<file path="src/rtl/dtree_top.sv">
`default_nettype none
// ============================================================================
// dtree_top : registered depth-3 decision-tree classifier, 5-bit class label.
// Option macro DTREE_INPUT_REG_EN adds an input register stage (latency 2).
// Rev 1.0
// ============================================================================
module dtree_top (
    input  logic       clk,
    input  logic       rst,
    input  logic       in_valid,
    input  logic [7:0] X13,
    input  logic [7:0] X27,
    input  logic [7:0] X235,
    input  logic [7:0] X264,
    input  logic [7:0] X278,
    output logic       out_valid,
    output logic [4:0] out
);

    localparam logic [7:0] C_T_N0 = 8'd90;
    localparam logic [7:0] C_T_N1 = 8'd40;
    localparam logic [7:0] C_T_N2 = 8'd128;
    localparam logic [7:0] C_T_N3 = 8'd60;
    localparam logic [7:0] C_T_N4 = 8'd100;
    localparam logic [7:0] C_T_N5 = 8'd200;
    localparam logic [7:0] C_T_N6 = 8'd30;

    localparam logic [4:0] C_L_N3_T = 5'd1;
    localparam logic [4:0] C_L_N3_F = 5'd10;
    localparam logic [4:0] C_L_N4_T = 5'd2;
    localparam logic [4:0] C_L_N4_F = 5'd6;
    localparam logic [4:0] C_L_N5_T = 5'd5;
    localparam logic [4:0] C_L_N5_F = 5'd1;
    localparam logic [4:0] C_L_N6_T = 5'd16;
    localparam logic [4:0] C_L_N6_F = 5'd9;

    logic       w_valid;
    logic [7:0] w_x13;
    logic [7:0] w_x27;
    logic [7:0] w_x235;
    logic [7:0] w_x264;
    logic [7:0] w_x278;

`ifdef DTREE_INPUT_REG_EN
    logic       r_valid_in;
    logic [7:0] r_x13;
    logic [7:0] r_x27;
    logic [7:0] r_x235;
    logic [7:0] r_x264;
    logic [7:0] r_x278;

    always_ff @(posedge clk or posedge rst) begin
        if (rst) begin
            r_valid_in <= 1'b0;
            r_x13      <= 8'd0;
            r_x27      <= 8'd0;
            r_x235     <= 8'd0;
            r_x264     <= 8'd0;
            r_x278     <= 8'd0;
        end else begin
            r_valid_in <= in_valid;
            r_x13      <= X13;
            r_x27      <= X27;
            r_x235     <= X235;
            r_x264     <= X264;
            r_x278     <= X278;
        end
    end

    assign w_valid = r_valid_in;
    assign w_x13   = r_x13;
    assign w_x27   = r_x27;
    assign w_x235  = r_x235;
    assign w_x264  = r_x264;
    assign w_x278  = r_x278;
`else
    assign w_valid = in_valid;
    assign w_x13   = X13;
    assign w_x27   = X27;
    assign w_x235  = X235;
    assign w_x264  = X264;
    assign w_x278  = X278;
`endif

    // All seven node decisions are computed in parallel; the mux picks the leaf.
    logic       w_c0, w_c1, w_c2, w_c3, w_c4, w_c5, w_c6;
    logic [4:0] w_left;
    logic [4:0] w_right;
    logic [4:0] w_label;

    assign w_c0 = (w_x13  <= C_T_N0);
    assign w_c1 = (w_x27  <= C_T_N1);
    assign w_c2 = (w_x264 <= C_T_N2);
    assign w_c3 = (w_x235 <= C_T_N3);
    assign w_c4 = (w_x278 <= C_T_N4);
    assign w_c5 = (w_x235 <= C_T_N5);
    assign w_c6 = (w_x278 <= C_T_N6);

    assign w_left  = w_c1 ? (w_c3 ? C_L_N3_T : C_L_N3_F)
                          : (w_c4 ? C_L_N4_T : C_L_N4_F);
    assign w_right = w_c2 ? (w_c5 ? C_L_N5_T : C_L_N5_F)
                          : (w_c6 ? C_L_N6_T : C_L_N6_F);
    assign w_label = w_c0 ? w_left : w_right;

    // Label only loads on a valid slot so out holds across idle cycles.
    always_ff @(posedge clk or posedge rst) begin
        if (rst) begin
            out_valid <= 1'b0;
            out       <= 5'd0;
        end else begin
            out_valid <= w_valid;
            if (w_valid) begin
                out <= w_label;
            end
        end
    end

endmodule
`default_nettype wire

</file>
<file path="config.mk">
export PLATFORM = sky130hd
export DESIGN_NAME = dtree_top
export DESIGN_NICKNAME = d
export VERILOG_FILES = /design/src/rtl/dtree_top.sv
export SDC_FILE = /design/constraint.sdc
export NUM_CORES = 1
export LEC_CHECK = 0
export CAP_MARGIN = 20
export CORE_ASPECT_RATIO = 1.25
export CORE_UTILIZATION = 23
export DETAILED_ROUTE_END_ITERATION = 7
export PLACE_DENSITY = 0.73
export SLEW_MARGIN = 5
export SYNTH_ARGS = -nofsm -noshare
export SYNTH_HDL_FRONTEND = slang
export SYNTH_SLANG_ARGS = --single-unit
</file>
<file path="constraint.sdc">
create_clock -name clk -period 0.8 [get_ports clk]
set_input_delay 0.08 -clock clk [delete_from_list [all_inputs] [get_ports clk]]
set_output_delay 0.08 -clock clk [all_outputs]
set_load 0.02 [all_outputs]
</file>
==> flow_summary_export.csv, run 1 <==
group,metric,value,unit
run_status,status,"finished with violations",
run_status,violations,"negative setup slack",
worst_setup_path,reg2reg_to,"out[0]",
worst_setup_path,slowest_stage,"a2111oi_4",
timing,worst_slew_pin_slew,0.299,ns
clocking,cts_max_level,1,
global_routing,use_met3,2.25,%
layout,post-route-util,63.6,%
global_routing,use_met1,16.3,%
die,fp.dieW,40.3,µm
die,initial_core_util,25.7,%
clocking,clock_path_buffers,2,
die,dieArea,2010,µm²
yosys,synth_edf_count,0,
yosys,synth-compound-area-share,37.4,%
layout,area_growth_syn_to_layout,148,%
routing,wire_per_inst,12.0,µm
yosys,synthDominantCellAreaShare,35.6,%
placed_design,gp_congestion,0.625,
yosys,synth_ff_type,"dfrtp_1",
yosys,synth_xor_area_share,0,%
worst_setup_path,startpoint_type,"input port",
power_and_ir_drop,worst_ir_drop_vdd,0.388,mV
yosys,yosysWarnings,0,
yosys,syn_inst,48,
yosys,synth-simple-area-share,22.3,%
routing,dr_total_vias,612,
worst_setup_path,crit_type,"in2reg",
yosys,synth-seq-cells,6,
layout,fillers,152,
yosys,muxShareOfSynthArea,0,%
clocking,clk_latency,0.24,ns
yosys,syn-num-nets,91,
worst_setup_path,cp.required,0.92,ns
routing,drt_first_pass_iters,4,
timing,max_freq,1120,MHz
yosys,yosysMostFrequentCell,"o21ai_0",
yosys,synth_area_per_cell,8.78,µm²
layout,antenna_cells,0,
worst_setup_path,path_cells,"buf_6 -> and4_4 -> a2111oi_4 -> nand4_1 -> o211a_1",
global_routing,grt_pass1_wl,2530,µm
die,core,1640,µm²
power_and_ir_drop,power.density,1040,nW/µm²
min_path,hp-class,"in2async",
worst_setup_path,critPathArrivalTime,1.01,ns
global_routing,grt_max_degree,10,
placed_design,dp_hpwl,1250,µm
yosys,synth_area,422,µm²
layout,nets,154,
clocking,cts_tree,"done",
clocking,path_clk_slew,0.04,ns
worst_setup_path,slowest_delay,0.32,ns
global_routing,grt_busiest_layer,"met2",
routing,ant_nets,0,
yosys,synth_commonest_cells,"o21ai_0 (7), dfrtp_1 (6), nor2_1 (5)",
global_routing,antenna_found_initial,0,
worst_setup_path,reg2reg_slack,-0.04,ns
yosys,ys_types,23,
timing,relSlewSlack,80.1,%
timing,setup_violations,9,
placed_design,post-place-ws,-0.643,ns
timing,rsz0062_at_grt,"yes",
timing,setup_slack,-0.0927,ns
timing,drv_slew,0,
global_routing,met2_usage,35.2,%
yosys,synthArstFlopShare,100,%
yosys,synth_fa_ha_area_share,0,%
die,die_h,49.9,µm
routing,via_per_inst,4.82,
routing,drt_iter0_drc,10,
worst_setup_path,cp_max_fo,2,
global_routing,grt_pass1_vias,656,
power_and_ir_drop,power.leakage,0.465,nW
clocking,clock-root-buffer,"clkbuf_4",
clocking,cts_buffers,3,
yosys,ys_seq_area_share,35.6,%
worst_setup_path,r2r_start,"out[0]",
global_routing,track_usage,17.5,%
global_routing,grt_overflow,0,
timing,fin_crit_sh,112,%
die,rows,16,
yosys,synth_top_area_cell,"dfrtp_1",
timing,clock-skew-final,0,ns
run,cap_violations,0,
power_and_ir_drop,finalPower,0.00108,W
yosys,synth_top_family_by_area,"compound AO/OA/AOI/OAI gates",
timing,finalHoldViolations,0,
routing,wl,1530,µm
routing,drc,0,
die,ios,49,
worst_setup_path,rr_worst_depth,2,
timing,period_minus_slack,0.893,ns
layout,drive_above_1_share,56.9,%
yosys,yosys-top-cells-area,"dfrtp_1 (36%), o21ai_0 (8.3%), a2111oi_4 (6.5%), a21oi_1 (4.7%), nor2_1 (4.5%)",
worst_setup_path,crit_path_end_kind,"register",
placed_design,io_buffers,48,
clocking,cts.sinks,6,
-- layer usage --
metal / vias up / wire length (µm)
met5: - / 0
met4: 0 / 0
met3: 0 / 76
met2: 25 / 965
met1: 274 / 483
li1: 313 / -
-- registers in the layout (all words and copies together), names as in the netlist --
name / flops
out: 5
out_valid: 1
-- how the worst max path moves through the flow --
stage / slack, ns / from / end / depth (start not counted)
floorplan: -0.11 / X278[1] / out[0] / 4
global placement: -0.61 / X27[0] / out[1] / 5
detailed placement: -0.64 / X27[0] / out[1] / 5
CTS: -0.13 / X278[3] / out[0] / 5
global route: -0.12 / X278[3] / out[0] / 5
finish: -0.09 / X278[3] / out[0] / 5
-- stage by stage --
stage               instances  hold WS (ns)  setup TNS [ns]  area, µm²
finish                    127        0.0549          -0.277       1040
CTS                       127        0.0624          -0.483       1030
detailed placement        120         0.310           -4.16        987
global route              127        0.0842          -0.689       1040
floorplan                  48        -0.129          -0.260        437
global placement          120         0.307           -4.02        987
-- placed cells by master (no fill, tap or decap), types with 3 or more instances in the layout --
| cell type | netlist | routed |
|---|---|---|
| o21ai_2 | 0 | 3 |
| clkdlybuf4s15_1 | 0 | 8 |
| dlygate4sd2_1 | 0 | 9 |
| buf_4 | 0 | 11 |
| nor2_1 | 5 | 3 |
| dfrtp_1 | 6 | 6 |
| buf_2 | 0 | 6 |
| inv_1 | 4 | 4 |
| a21oi_2 | 1 | 4 |
| clkbuf_2 | 1 | 9 |
| clkbuf_4 | 0 | 3 |
| buf_6 | 0 | 14 |
-- area by class of cell --
type | instances | area [µm²] | share of cell area [%]
Sequential cell | 6 | 150 | 14.4
Clock buffer | 3 | 22.5 | 2.16
Inverter | 4 | 15.0 | 1.44
Multi-Input combinational cell | 37 | 339 | 32.5
Tap cell | 18 | 22.5 | 2.16
Timing Repair Buffer | 59 | 495 | 47.4
-- worst max-delay path, delay by kind of cell --
family,cells,cell delay (ns)
AOI/OAI and AO/OA,2,0.49
buffers and inverters,1,0.09
and+or+nand+nor,2,0.34
-- what timing repair did --
action,4_1_cts,5_1_grt
hold buffers,0,0
gates resized for setup,145,28
pin swaps,25,16
setup endpoints to repair,11,11
hold endpoints to repair,0,0
buffers inserted,4,0
-- logic make-up (layout without fill, tap and decap cells) --
kind of cell	after synthesis	in the layout
AOI/OAI and AO/OA	21	21
and+or+nand+nor	16	16
DFF	6	6
buffers and inverters	5	66
-- report_power, final --
part	leakage, nW	internal [W]	total (W)	switching (W)
combinational	0.378	0.000274	0.000467	0.000193
clock	0.0138	0.000169	0.000267	0.0000979
sequential	0.0731	0.000332	0.000350	0.0000181
total	0.465	0.000775	0.00108	0.000309
Power figures use the tool's default switching activity.
==> inputs of run 2 (changes only) <==
Settings changed: CTS_CLUSTER_SIZE set to 12, PLACE_DENSITY 0.73 to 0.76.
==> run 2 against run 1 <==
The run still ends with negative setup slack left. Combinational power is 6.9% lower. Sequential power hardly changed. Global-route usage is 0.21 points lower. Sequential cell count stayed put. Setup slack better by 0.036 ns. Clock-buffer cell count stayed put. Non-clock buffer count is 4 lower. Routed wire length is 0.98% lower. Core utilization is 3.5 points lower. Design area is 5.5% lower.
==> flow_summary_export.csv, run 2 (synthesis gave the netlist of run 1 again) <==
group,metric,value,unit
placed_design,io_buffers,48,
power_and_ir_drop,p_comb_share,40.6,%
timing,max_freq,1170,MHz
global_routing,grt_busiest_layer,"met2",
placed_design,postPlaceCellArea,972,µm²
routing,dr_total_vias,628,
routing,wire_per_inst,12.3,µm
global_routing,grt_pass1_wl,2370,µm
timing,finalHoldViolations,0,
global_routing,grt_overflow,0,
routing,drc,0,
global_routing,use_met3,1.80,%
timing,setup_slack,-0.0568,ns
worst_setup_path,worst-path-buf-inv,1,
clocking,cts_buffers,3,
layout,post-route-util,60.1,%
worst_setup_path,cp_max_fo,2,
layout,fin_area,987,µm²
clocking,cts_max_level,1,
worst_setup_path,crit_type,"in2reg",
timing,setup_violations,8,
layout,stdcell_count,123,
worst_setup_path,reg2reg_to,"out[0]",
timing,clock-skew-final,0,ns
global_routing,use_met1,15.6,%
timing,rsz0062_at_grt,"yes",
timing,fin_crit_sh,107,%
worst_setup_path,slowest_delay,0.31,ns
layout,layout_commonest_cell,"dlygate4sd2_1",
layout,area_growth_syn_to_layout,134,%
die,initial_core_util,25.7,%
worst_setup_path,cp.required,0.93,ns
placed_design,dp_hpwl,1260,µm
clocking,clk_latency,0.25,ns
power_and_ir_drop,clkPwrFrac,26.8,%
worst_setup_path,crit_path_end_kind,"register",
clocking,clock-root-buffer,"clkbuf_4",
die,core,1640,µm²
global_routing,antenna_found_initial,0,
layout,largest_reg_flops,5,
power_and_ir_drop,finalPower,0.00107,W
run_status,violations,"negative setup slack",
run,cap_violations,0,
layout,drive_above_1_share,51.4,%
power_and_ir_drop,seqPwrFrac,32.6,%
worst_setup_path,rr_worst_depth,2,
worst_setup_path,startpoint_type,"input port",
worst_setup_path,slowest_stage,"a2111oi_4",
timing,drv_slew,0,
timing,period_minus_slack,0.857,ns
die,ios,49,
global_routing,met2_usage,32.3,%
routing,drt_first_pass_iters,4,
power_and_ir_drop,worst_ir_drop_vdd,0.396,mV
layout,largest_register,"out",
global_routing,track_usage,17.3,%
routing,wl,1510,µm
run_status,status,"finished with violations",
power_and_ir_drop,power.leakage,0.445,nW
die,die_h,49.9,µm
layout,mostFrequentLayoutCells,"dlygate4sd2_1 (13), buf_2 (12), buf_6 (10)",
power_and_ir_drop,power.density,1080,nW/µm²
routing,via_per_inst,5.11,
timing,worst_slew_pin_slew,0.273,ns
die,dieArea,2010,µm²
routing,ant_nets,0,
power_and_ir_drop,p_int,0.000749,W
worst_setup_path,path_cells,"buf_6 -> and4_4 -> a2111oi_4 -> nand4_1 -> o211a_1",
clocking,path_clk_slew,0.05,ns
worst_setup_path,r2r_start,"out[0]",
routing,drt_iter0_drc,14,
worst_setup_path,reg2reg_slack,-0.03,ns
placed_design,dp_cells,118,
layout,fillers,169,
timing,relSlewSlack,81.6,%
clocking,cts.sinks,6,
layout,antenna_cells,0,
clocking,cts_tree,"done",
min_path,hp-class,"in2async",
global_routing,grt_max_degree,8,
power_and_ir_drop,switching_share,30.0,%
clocking,clock_path_buffers,2,
die,rows,16,
timing,whs,0.0485,ns
placed_design,gp_congestion,0.674,
worst_setup_path,critPathArrivalTime,0.99,ns
power_and_ir_drop,p_switching,0.000321,W
global_routing,grt_pass1_vias,626,
die,fp.dieW,40.3,µm
worst_setup_path,critPathTopFamily,"compound AO/OA/AOI/OAI gates",
layout,reg.largest.list,"out x5, out_valid x1",
layout,nets,150,
==> run 2: cell type report <==
cell class                 count  area (µm²)  area share, %
timing repair buffer          55         445           45.1
multi-input combinational     37         332           33.6
sequential                     6         150           15.2
clock buffer                   3        22.5           2.28
tap                           18        22.5           2.28
inverter                       4        15.0           1.52
==> run 2: how the worst max path moves through the flow <==
stage,cells after the start,startpoint,slack (ns),end
after floorplan,4,X278[1],-0.11,out[0]
after global placement,5,X278[1],-0.59,out[0]
final,5,X278[3],-0.06,out[0]
after CTS,5,X278[3],-0.08,out[0]
after global routing,5,X278[3],-0.08,out[0]
after detailed placement,5,X278[1],-0.61,out[0]
==> run 2: power groups by stage <==
stage                     Sequential, W  Clock, W  Combinational, W
after CTS                      0.000350  0.000289          0.000420
after global routing           0.000352  0.000303          0.000468
after global placement         0.000347         0          0.000447
after floorplan                0.000383         0         0.0000913
final                          0.000349  0.000287          0.000435
after detailed placement       0.000348         0          0.000457
==> run 2: repair_timing <==
item                       CTS  global route
pin swaps                   23            11
resized for setup          144            19
setup endpoints to repair   11            11
buffers inserted             1             1
hold buffers                 0             0
==> run 2: layer usage <==
metal / routed length [µm] / part of all wire (%)
met4: 29 / 1.9
met3: 104 / 6.9
met2: 909 / 60
met5: 0 / 0
met1: 467 / 31
==> run 2: metrics by stage <==
stage	worst slack, ns	setup TNS (ns)
after floorplan	-0.113	-0.260
after global placement	-0.591	-4.05
after detailed placement	-0.613	-4.17
after CTS	-0.0820	-0.371
after global routing	-0.0778	-0.500
final	-0.0568	-0.330
==> inputs of run 3 (changes only) <==
Settings changed: ABC_AREA set to 0, CTS_CLUSTER_DIAMETER set to 30.
==> results of run 3 <==
The final DEF is identical to that of run 2; final timing and power are the same.
